==> src/rtl/ram_rd_pkg.sv <==
// rtl/ram_rd_pkg.sv - shared constants, FSM state and buffer entry types for the RAM stream reader
package ram_rd_pkg;

   localparam int DATA_W    = 32;
   localparam int ADDR_W    = 9;
   localparam int DEPTH     = 512;
   localparam int LEN_W     = 10;
   localparam int BUF_DEPTH = 4;
   localparam int CNT_W     = 3;

   typedef enum logic [1:0] {
      IDLE  = 2'd0,
      READ  = 2'd1,
      DRAIN = 2'd2
   } state_t;

   typedef struct packed {
      logic              last;
      logic [DATA_W-1:0] data;
   } entry_t;

   // Requests longer than the whole RAM are trimmed to one full pass.
   function automatic logic [LEN_W-1:0] clamp_len(input logic [LEN_W-1:0] len);
      return (len > LEN_W'(DEPTH)) ? LEN_W'(DEPTH) : len;
   endfunction

endpackage

==> src/rtl/ram_rd_skid_fifo.sv <==
// rtl/ram_rd_skid_fifo.sv - 4-entry synchronous FIFO holding returned words and their last tag
module ram_rd_skid_fifo
   import ram_rd_pkg::*;
(
   input  logic             clock,
   input  logic             reset,
   input  logic             push,
   input  entry_t           push_entry,
   input  logic             pop,
   output entry_t           head,
   output logic             empty,
   output logic [CNT_W-1:0] count
);

   entry_t     mem [BUF_DEPTH];
   logic [1:0] wr_ptr;
   logic [1:0] rd_ptr;

   // Storage and pointers; entries are cleared on reset so the head reads zero afterwards.
   always_ff @(posedge clock or posedge reset) begin
      if (reset) begin
         for (int i = 0; i < BUF_DEPTH; i++) mem[i] <= '0;
         wr_ptr <= '0;
         rd_ptr <= '0;
         count  <= '0;
      end else begin
         if (push) begin
            mem[wr_ptr] <= push_entry;
            wr_ptr      <= wr_ptr + 2'd1;
         end
         if (pop) rd_ptr <= rd_ptr + 2'd1;
         // Simultaneous push and pop on a full buffer leaves occupancy unchanged.
         count <= count + CNT_W'(push) - CNT_W'(pop);
      end
   end

   // The head entry is presented directly so the stream sees it without an extra stage.
   always_comb begin
      head  = mem[rd_ptr];
      empty = (count == '0);
   end

endmodule

==> src/rtl/ram_sdp_stream_reader_512x32.sv <==
// rtl/ram_sdp_stream_reader_512x32.sv - RAM read engine streaming words with backpressure; optional RAM_RD_STALL_CNT_EN stall counter
module ram_sdp_stream_reader_512x32
   import ram_rd_pkg::*;
(
   input  logic              clock,
   input  logic              reset,
   input  logic              start,
   input  logic [ADDR_W-1:0] start_addr,
   input  logic [LEN_W-1:0]  length,
   output logic              busy,
   output logic              done,
   output logic [ADDR_W-1:0] ram_read_addr,
   input  logic [DATA_W-1:0] ram_dout,
   output logic              m_valid,
   output logic [DATA_W-1:0] m_data,
   output logic              m_last,
   input  logic              m_ready
`ifdef RAM_RD_STALL_CNT_EN
   ,
   output logic [15:0]       stall_cycles
`endif
);

   state_t            state;
   state_t            state_n;
   logic              busy_n;
   logic              done_n;
   logic [ADDR_W-1:0] addr_q;
   logic [LEN_W-1:0]  remain;
   logic [LEN_W-1:0]  eff_len;
   logic [1:0]        in_flight;
   logic              issue_d1;
   logic              issue_d2;
   logic              last_d1;
   logic              last_d2;
   logic              accept;
   logic              issue;
   logic              pop;
   logic              drain_done;
   entry_t            head;
   logic              empty;
   logic [CNT_W-1:0]  count;

   // Issue, handshake and completion conditions; credit uses occupancy before this cycle's pop.
   always_comb begin
      eff_len    = clamp_len(length);
      accept     = (state == IDLE) && start && (eff_len != '0);
      issue      = (state == READ) &&
                   ((4'(count) + 4'(in_flight)) < 4'(BUF_DEPTH));
      pop        = m_valid && m_ready;
      drain_done = (state == DRAIN) && (in_flight == 2'd0) &&
                   ((count == '0) || ((count == CNT_W'(1)) && pop));
      m_valid    = !empty;
      m_data     = head.data;
      m_last     = !empty && head.last;
   end

   // Next-state, busy and done decisions.
   always_comb begin
      state_n = state;
      done_n  = 1'b0;
      case (state)
         IDLE: begin
            if (start) begin
               if (eff_len != '0) state_n = READ;
               else               done_n  = 1'b1;
            end
         end
         READ: begin
            if (issue && (remain == LEN_W'(1))) state_n = DRAIN;
         end
         DRAIN: begin
            if (drain_done) begin
               state_n = IDLE;
               done_n  = 1'b1;
            end
         end
         default: state_n = IDLE;
      endcase
      busy_n = (state_n != IDLE);
   end

   // State register with registered busy/done outputs.
   always_ff @(posedge clock or posedge reset) begin
      if (reset) begin
         state <= IDLE;
         busy  <= 1'b0;
         done  <= 1'b0;
      end else begin
         state <= state_n;
         busy  <= busy_n;
         done  <= done_n;
      end
   end

   // Address/length counters and the two-stage read-return tracker.
   always_ff @(posedge clock or posedge reset) begin
      if (reset) begin
         ram_read_addr <= '0;
         addr_q        <= '0;
         remain        <= '0;
         issue_d1      <= 1'b0;
         issue_d2      <= 1'b0;
         last_d1       <= 1'b0;
         last_d2       <= 1'b0;
         in_flight     <= '0;
      end else begin
         if (accept) begin
            // Preload the RAM address so the first issue simply re-registers it.
            ram_read_addr <= start_addr;
            addr_q        <= start_addr;
            remain        <= eff_len;
         end else if (issue) begin
            ram_read_addr <= addr_q;
            // ADDR_W bits cover exactly DEPTH words, so natural overflow gives 511 -> 0.
            addr_q        <= addr_q + 1'b1;
            remain        <= remain - 1'b1;
         end
         issue_d1  <= issue;
         last_d1   <= issue && (remain == LEN_W'(1));
         issue_d2  <= issue_d1;
         last_d2   <= last_d1;
         in_flight <= in_flight + 2'(issue) - 2'(issue_d2);
      end
   end

`ifdef RAM_RD_STALL_CNT_EN
   // Saturating count of cycles the consumer held off a valid word during a transfer.
   always_ff @(posedge clock or posedge reset) begin
      if (reset) begin
         stall_cycles <= '0;
      end else if (accept) begin
         stall_cycles <= '0;
      end else if (busy && m_valid && !m_ready && (stall_cycles != 16'hFFFF)) begin
         stall_cycles <= stall_cycles + 16'd1;
      end
   end
`endif

   ram_rd_skid_fifo u_fifo (
      .clock      (clock),
      .reset      (reset),
      .push       (issue_d2),
      .push_entry ('{last: last_d2, data: ram_dout}),
      .pop        (pop),
      .head       (head),
      .empty      (empty),
      .count      (count)
   );

endmodule

==> config.mk <==
export PLATFORM = sky130hd
export DESIGN_NAME = ram_sdp_stream_reader_512x32
export DESIGN_NICKNAME = d
export VERILOG_FILES = /design/src/rtl/ram_rd_pkg.sv /design/src/rtl/ram_rd_skid_fifo.sv /design/src/rtl/ram_sdp_stream_reader_512x32.sv
export SDC_FILE = /design/constraint.sdc
export NUM_CORES = 1
export LEC_CHECK = 0
export BUFFER_PORTS_ARGS = -buffer_cell sky130_fd_sc_hd__clkbuf_2
export CAP_MARGIN = 20
export CORE_ASPECT_RATIO = 0.7
export CORE_UTILIZATION = 56
export CTS_BUF_LIST = sky130_fd_sc_hd__clkbuf_8
export DETAILED_ROUTE_END_ITERATION = 12
export GPL_ROUTABILITY_DRIVEN = 0
export GPL_TIMING_DRIVEN = 0
export PLACE_DENSITY = 0.86
export SKIP_CTS_REPAIR_TIMING = 1
export SYNTH_ARGS = -nofsm -noshare
export SYNTH_HDL_FRONTEND = slang
export SYNTH_SLANG_ARGS = --single-unit
export TNS_END_PERCENT = 20
==> constraint.sdc <==
create_clock -name clock -period 16.2 [get_ports clock]
set_input_delay 1.62 -clock clock [delete_from_list [all_inputs] [get_ports clock]]
set_output_delay 1.62 -clock clock [all_outputs]
set_load 0.005 [all_outputs]
# Word level (Yosys, flattened, before mapping)
# Cells that the tools add are included.
[word_totals]
ff_bits = 177
wordCells = 82
[op_classes]
addsub = 9
n_lt_le_gt_ge = 5
eq_ne = 4
muxes = 22
bitwise_logic = 2
n_reduce_logical = 18
[op_table]
columns = ["operator", "count"]
rows = [
  ["132-bit bitwise mux", 1],
  ["33-bit 2-to-1 mux", 3],
  ["33-bit binary-select mux with 2-bit select", 1],
  ["33-bit demux with 2-bit select", 1],
  ["9-bit 2-to-1 mux", 4],
  ["10-bit 2-to-1 mux", 3],
  ["10-bit by 1-bit equality test with 1-bit output (second input constant)", 1],
  ["10-bit greater-than comparator (second input constant)", 1],
  ["1-bit logical AND", 10],
  ["10-bit nonzero test", 1],
  ["10-bit by 1-bit subtractor with 10-bit output (second input constant)", 1],
  ["9-bit by 1-bit adder with 9-bit output (second input constant)", 1],
  ["2-bit 2-to-1 mux", 4],
  ["3-bit greater-or-equal comparator (second input constant)", 2],
  ["2-bit NOT with 3-bit output", 2],
  ["2-bit one-hot mux with 3 select lines", 1],
  ["2-bit by 1-bit adder with 2-bit output (second input constant)", 2],
  ["3-bit by 2-bit adder with 4-bit output", 1],
  ["2-bit logical NOT", 2],
  ["4-bit by 3-bit < comparator with 1-bit output (second input constant)", 1],
  ["2-bit nonzero test", 2],
  ["3-bit by 1-bit adder with 3-bit output", 1],
  ["3-bit by 1-bit equality test with 1-bit output (second input constant)", 1],
  ["3-bit logical NOT", 1],
  ["10 further kinds", 12],
]

# Longest topological paths before layout
[depth]
depth_word = 9
depth_mapped = 10

# By module
# Synthesis repeated with hierarchy kept, for this count alone.
[hier_totals]
cells_unflattened = 553
area_unflattened_um2 = 8282.9
[modules_own_cells]
columns = ["mod", "n_inst", "cells_each", "area_each_um2"]
rows = [
  ["ram_rd_skid_fifo", 1, 352, 6168.4],
  ["ram_sdp_stream_reader_512x32", 1, 201, 2114.5],
]

# Worst setup path after synthesis
# No wires, ideal clock.
[synth_timing]
path_kind = "reg-to-output"
start = "register u_fifo.rd_ptr[1]"
end = "output port m_data[10]"
arrival_time_ns = 1.483
required_ns = 14.580
slack_ns = 13.097
path_stages_with_launch = 4
path_buffers = 2
cell_sequence = "dfrtp_1 clkbuf_1 buf_2 mux4_2"
[synth_via]
elab_chain_len = 4
[synth_lines]
columns = ["item", "line_no", "rtl"]
rows = [
  ["from (decl)", "ram_rd_skid_fifo.sv:17", "logic [1:0] rd_ptr;"],
  ["from (signal assigned)", "ram_rd_skid_fifo.sv:31", "if (pop) rd_ptr <= rd_ptr + 2'd1;"],
  ["2-bit NOT with 3-bit output (implied by the code)", "ram_rd_skid_fifo.sv:39", "head = mem[rd_ptr];"],
  ["33-bit binary-select mux with 2-bit select", "ram_rd_skid_fifo.sv:39", ""],
  ["33-bit 2-to-1 mux (implied by the code) (2 in series)", "ram_rd_skid_fifo.sv:39", ""],
  ["to (decl)", "ram_sdp_stream_reader_512x32.sv:15", "output logic [DATA_W-1:0] m_data,"],
]
# No other way between the ends. The select of a mux whose other input is x is not followed.

# Final worst setup path
[layout_timing]
start = "register u_fifo.rd_ptr[0]"
end = "output port m_data[21]"
# Same word-level chain as after synthesis.

==> run summary <==
Switch Pwr - 636 uW
Row count - 36
Startpoint Class - register
Unique cell type count in the Yosys netlist - 47
FF+latch count, synth - 177
Wire length per cell - 19.0 um
Internal Power - 1260 uW
Synthesized instance count - 541
Syn Nets - 609
Die X - 145 um
FF/Latch Area - 4430 um2
Ys async rst share - 100%
# diodes - 0
Final Routed Wirelength - 16400 um
Worst R2R End - in_flight[1]
Vias post-DR - 5015
Clock sink count - 177
Flop pwr share - 41.5%
GRT overflow - 0
Most used DFF post-synth - dfrtp_1
Initial Utilization - 57.4%
Leakage - 0.00409 uW
Critical path endpoint category - primary output
Routed vias/inst - 5.82
Worst Path Max Fanout - 10
First-pass GRT wire length - 26200 um
Clock-pin slew on the worst setup and hold paths - 0.08 ns
Hold depth - 0
Hold Vio Cnt, Final - 0
Global router's overall resource usage - 24.2%
Max Buffers Root-to-Sink - 2
DP HPWL - 11400 um
Die Y - 102 um
Multi-input logic area - 3360 um2
Slew Limit Fails - 0
Area delta synth->final - 14.5%
RSZ-0062 raised after global routing - no
# setup viols final - 0
Combinational power share - 42.8%
Clock power frac - 15.7%
Fin crit period - 4.06 ns
Routed Antenna Nets - 0
Critical Path RT - 14.58 ns
Final Cycle Share - 25.0%
Reg2Reg Depth - 10
Reg2reg setup slack - 13.61 ns
YS warnings - 0
HP Class - reg2reg
CTS tree - built
Number of port buffers - 99
Initial DRT Pass Iterations - 5
Vias in the first global route - 5192
Initial antenna violation count - 0
Cell area after synthesis - 7990 um2
Setup_tns - 0 ns
WP data arrival - 2.44 ns
Maxcap violations - 0
DRC - 0
Layout cells sized above 1 - 46.1%
Syn avg cell area - 14.8 um2
Total CTS buffers - 17
Hold Path Sink - last_d2
Num ports - 100
Final #Nets - 728
Sw Share - 33.5%
Peak Freq - 247 MHz
Post-synthesis sequential area ratio - 55.5%
Fillers - 1011
Pin count of the biggest net entering global routing - 96
Status - finished clean
Clock skew - 0.00776 ns
Core box area - 13900 um2
Peak VDD IR - 0.104 mV
EDFF count, synth - 0
Die area - 14700 um2
Reg2Reg Launch Point - u_fifo.count[1]
Startpoint of the worst hold path - last_d1
DR iter-0 viols - 251
Htree depth - 4
Root Buffer - clkbuf_8
Clk_lat worst skew - 0.45 ns
Pwr Total - 1900 uW
Slew margin rel. - 40.7%
Actual slew at the worst max-slew pin - 0.888 ns
Setup Crit Path Kind - reg2out
Cell Pwr Density - 208 nW/um2
## worst max-delay path, stage by stage (launching register included)
cell	delay [ns]
dfrtp_1	0.33
clkbuf_1	0.43
clkbuf_1	0.65
mux4_2	0.44
clkbuf_2	0.13
## power by group through the flow
stage	clock, uW	sequential (uW)	combinational (uW)
floorplan	0	752	588
global placement	0	771	778
detailed placement	0	792	815
CTS	305	785	820
global route	323	812	888
finish	298	788	811
## flip-flops by register name, summed over array words and instances (netlist names)
name           flops
last_d2            1
in_flight          2
done               1
u_fifo.wr_ptr      2
u_fifo.mem       132
issue_d2           1
state              2
busy               1
u_fifo.rd_ptr      2
addr_q             9
issue_d1           1
remain            10
last_d1            1
u_fifo.count       3
ram_read_addr      9
## cell usage in the layout, fill, tap and decap left out, types with 3 or more instances in the layout
| cell type | n |
|---|---|
| nand3_1 | 8 |
| buf_6 | 3 |
| xor2_1 | 9 |
| ha_1 | 12 |
| nor2_1 | 10 |
| nor3_1 | 6 |
| mux2_2 | 132 |
| mux4_2 | 33 |
| o21ai_0 | 7 |
| a21o_1 | 5 |
| a22oi_1 | 3 |
| xnor2_1 | 9 |
| a21oi_1 | 7 |
| and3_1 | 8 |
| clkinv_2 | 3 |
| nand2_1 | 26 |
| a221o_1 | 8 |
| clkbuf_8 | 20 |
| buf_2 | 6 |
| buf_1 | 14 |
| inv_1 | 11 |
| o211ai_1 | 4 |
| dfrtp_1 | 177 |
| clkbuf_1 | 6 |
| nand4_1 | 3 |
| nand3b_1 | 5 |
| clkbuf_2 | 99 |
## cells in the mapped netlist, drive strengths merged, types with 4 or more instances
cell / count / area share, %
a21o: 5 / 0.47
a21oi: 8 / 0.64
a221o: 8 / 1.0
and3: 8 / 0.63
buf: 23 / 1.5
clkbuf: 6 / 0.28
dfrtp: 177 / 55
ha: 12 / 1.9
inv: 10 / 0.47
mux2: 132 / 19
mux4: 33 / 9.3
nand2: 26 / 1.2
nand3: 8 / 0.50
nand3b: 5 / 0.47
nor2: 10 / 0.47
nor3: 6 / 0.38
nor4: 5 / 0.74
o211ai: 4 / 0.38
o21ai: 8 / 0.50
xnor2: 9 / 0.99
xor2: 9 / 0.99
## worst max-delay path by stage
stage / to / slack, ns / depth (start not counted) / startpoint
3_5_place_dp: m_data[21] / 12.61 / 4 / u_fifo.rd_ptr[1]
2_1_floorplan: addr_q[0] / 9.78 / 1 / reset
6_report: m_data[21] / 12.14 / 4 / u_fifo.rd_ptr[0]
5_1_grt: m_data[21] / 12.00 / 4 / u_fifo.rd_ptr[0]
4_1_cts: m_data[21] / 12.10 / 4 / u_fifo.rd_ptr[1]
3_3_place_gp: u_fifo.mem[99] / 8.32 / 2 / reset
## per-stage QoR
step | std cells | area [um2] | setup WS (ns) | utilization (%) | hold slack, ns
3_5_place_dp | 831 | 8750 | 12.61 | 62.9 | 0.342
6_report | 862 | 9140 | 12.14 | 65.7 | 0.359
3_3_place_gp | 830 | 8720 | 8.32 | 62.6 | 0.337
4_1_cts | 862 | 9140 | 12.10 | 65.7 | 0.361
5_1_grt | 862 | 9140 | 12.00 | 65.7 | 0.368
2_1_floorplan | 541 | 7990 | 9.78 | - | 0.331
## cell families after synthesis
family          share of synthesized area, %
mux                                     27.9
fa+ha+maj                               2.13
xor+xnor                                1.97
buf+inv                                 2.41
compound gates                          4.14
simple gates                            5.95
flops                                   55.5
## metal layers
metal	up-vias	share of wire [%]	track usage, %	routed length (um)
li1	2229	-	-	-
met1	2641	46	33.2	7540
met2	131	48	38.0	7850
met3	14	5.3	6.51	874
met4	0	0.82	7.53	134
met5	-	0	0	0
## cell type report
cell class	instances	share of cell area [%]
inverters	11	0.670
multi-input cells	324	36.8
plain buffers	29	1.52
clock inverters	11	1.26
clock buffers	20	3.01
repair buffers	100	5.72
flip-flops and latches	177	48.4
well taps	190	2.60
No activity file was read; power rests on OpenSTA's default activity.
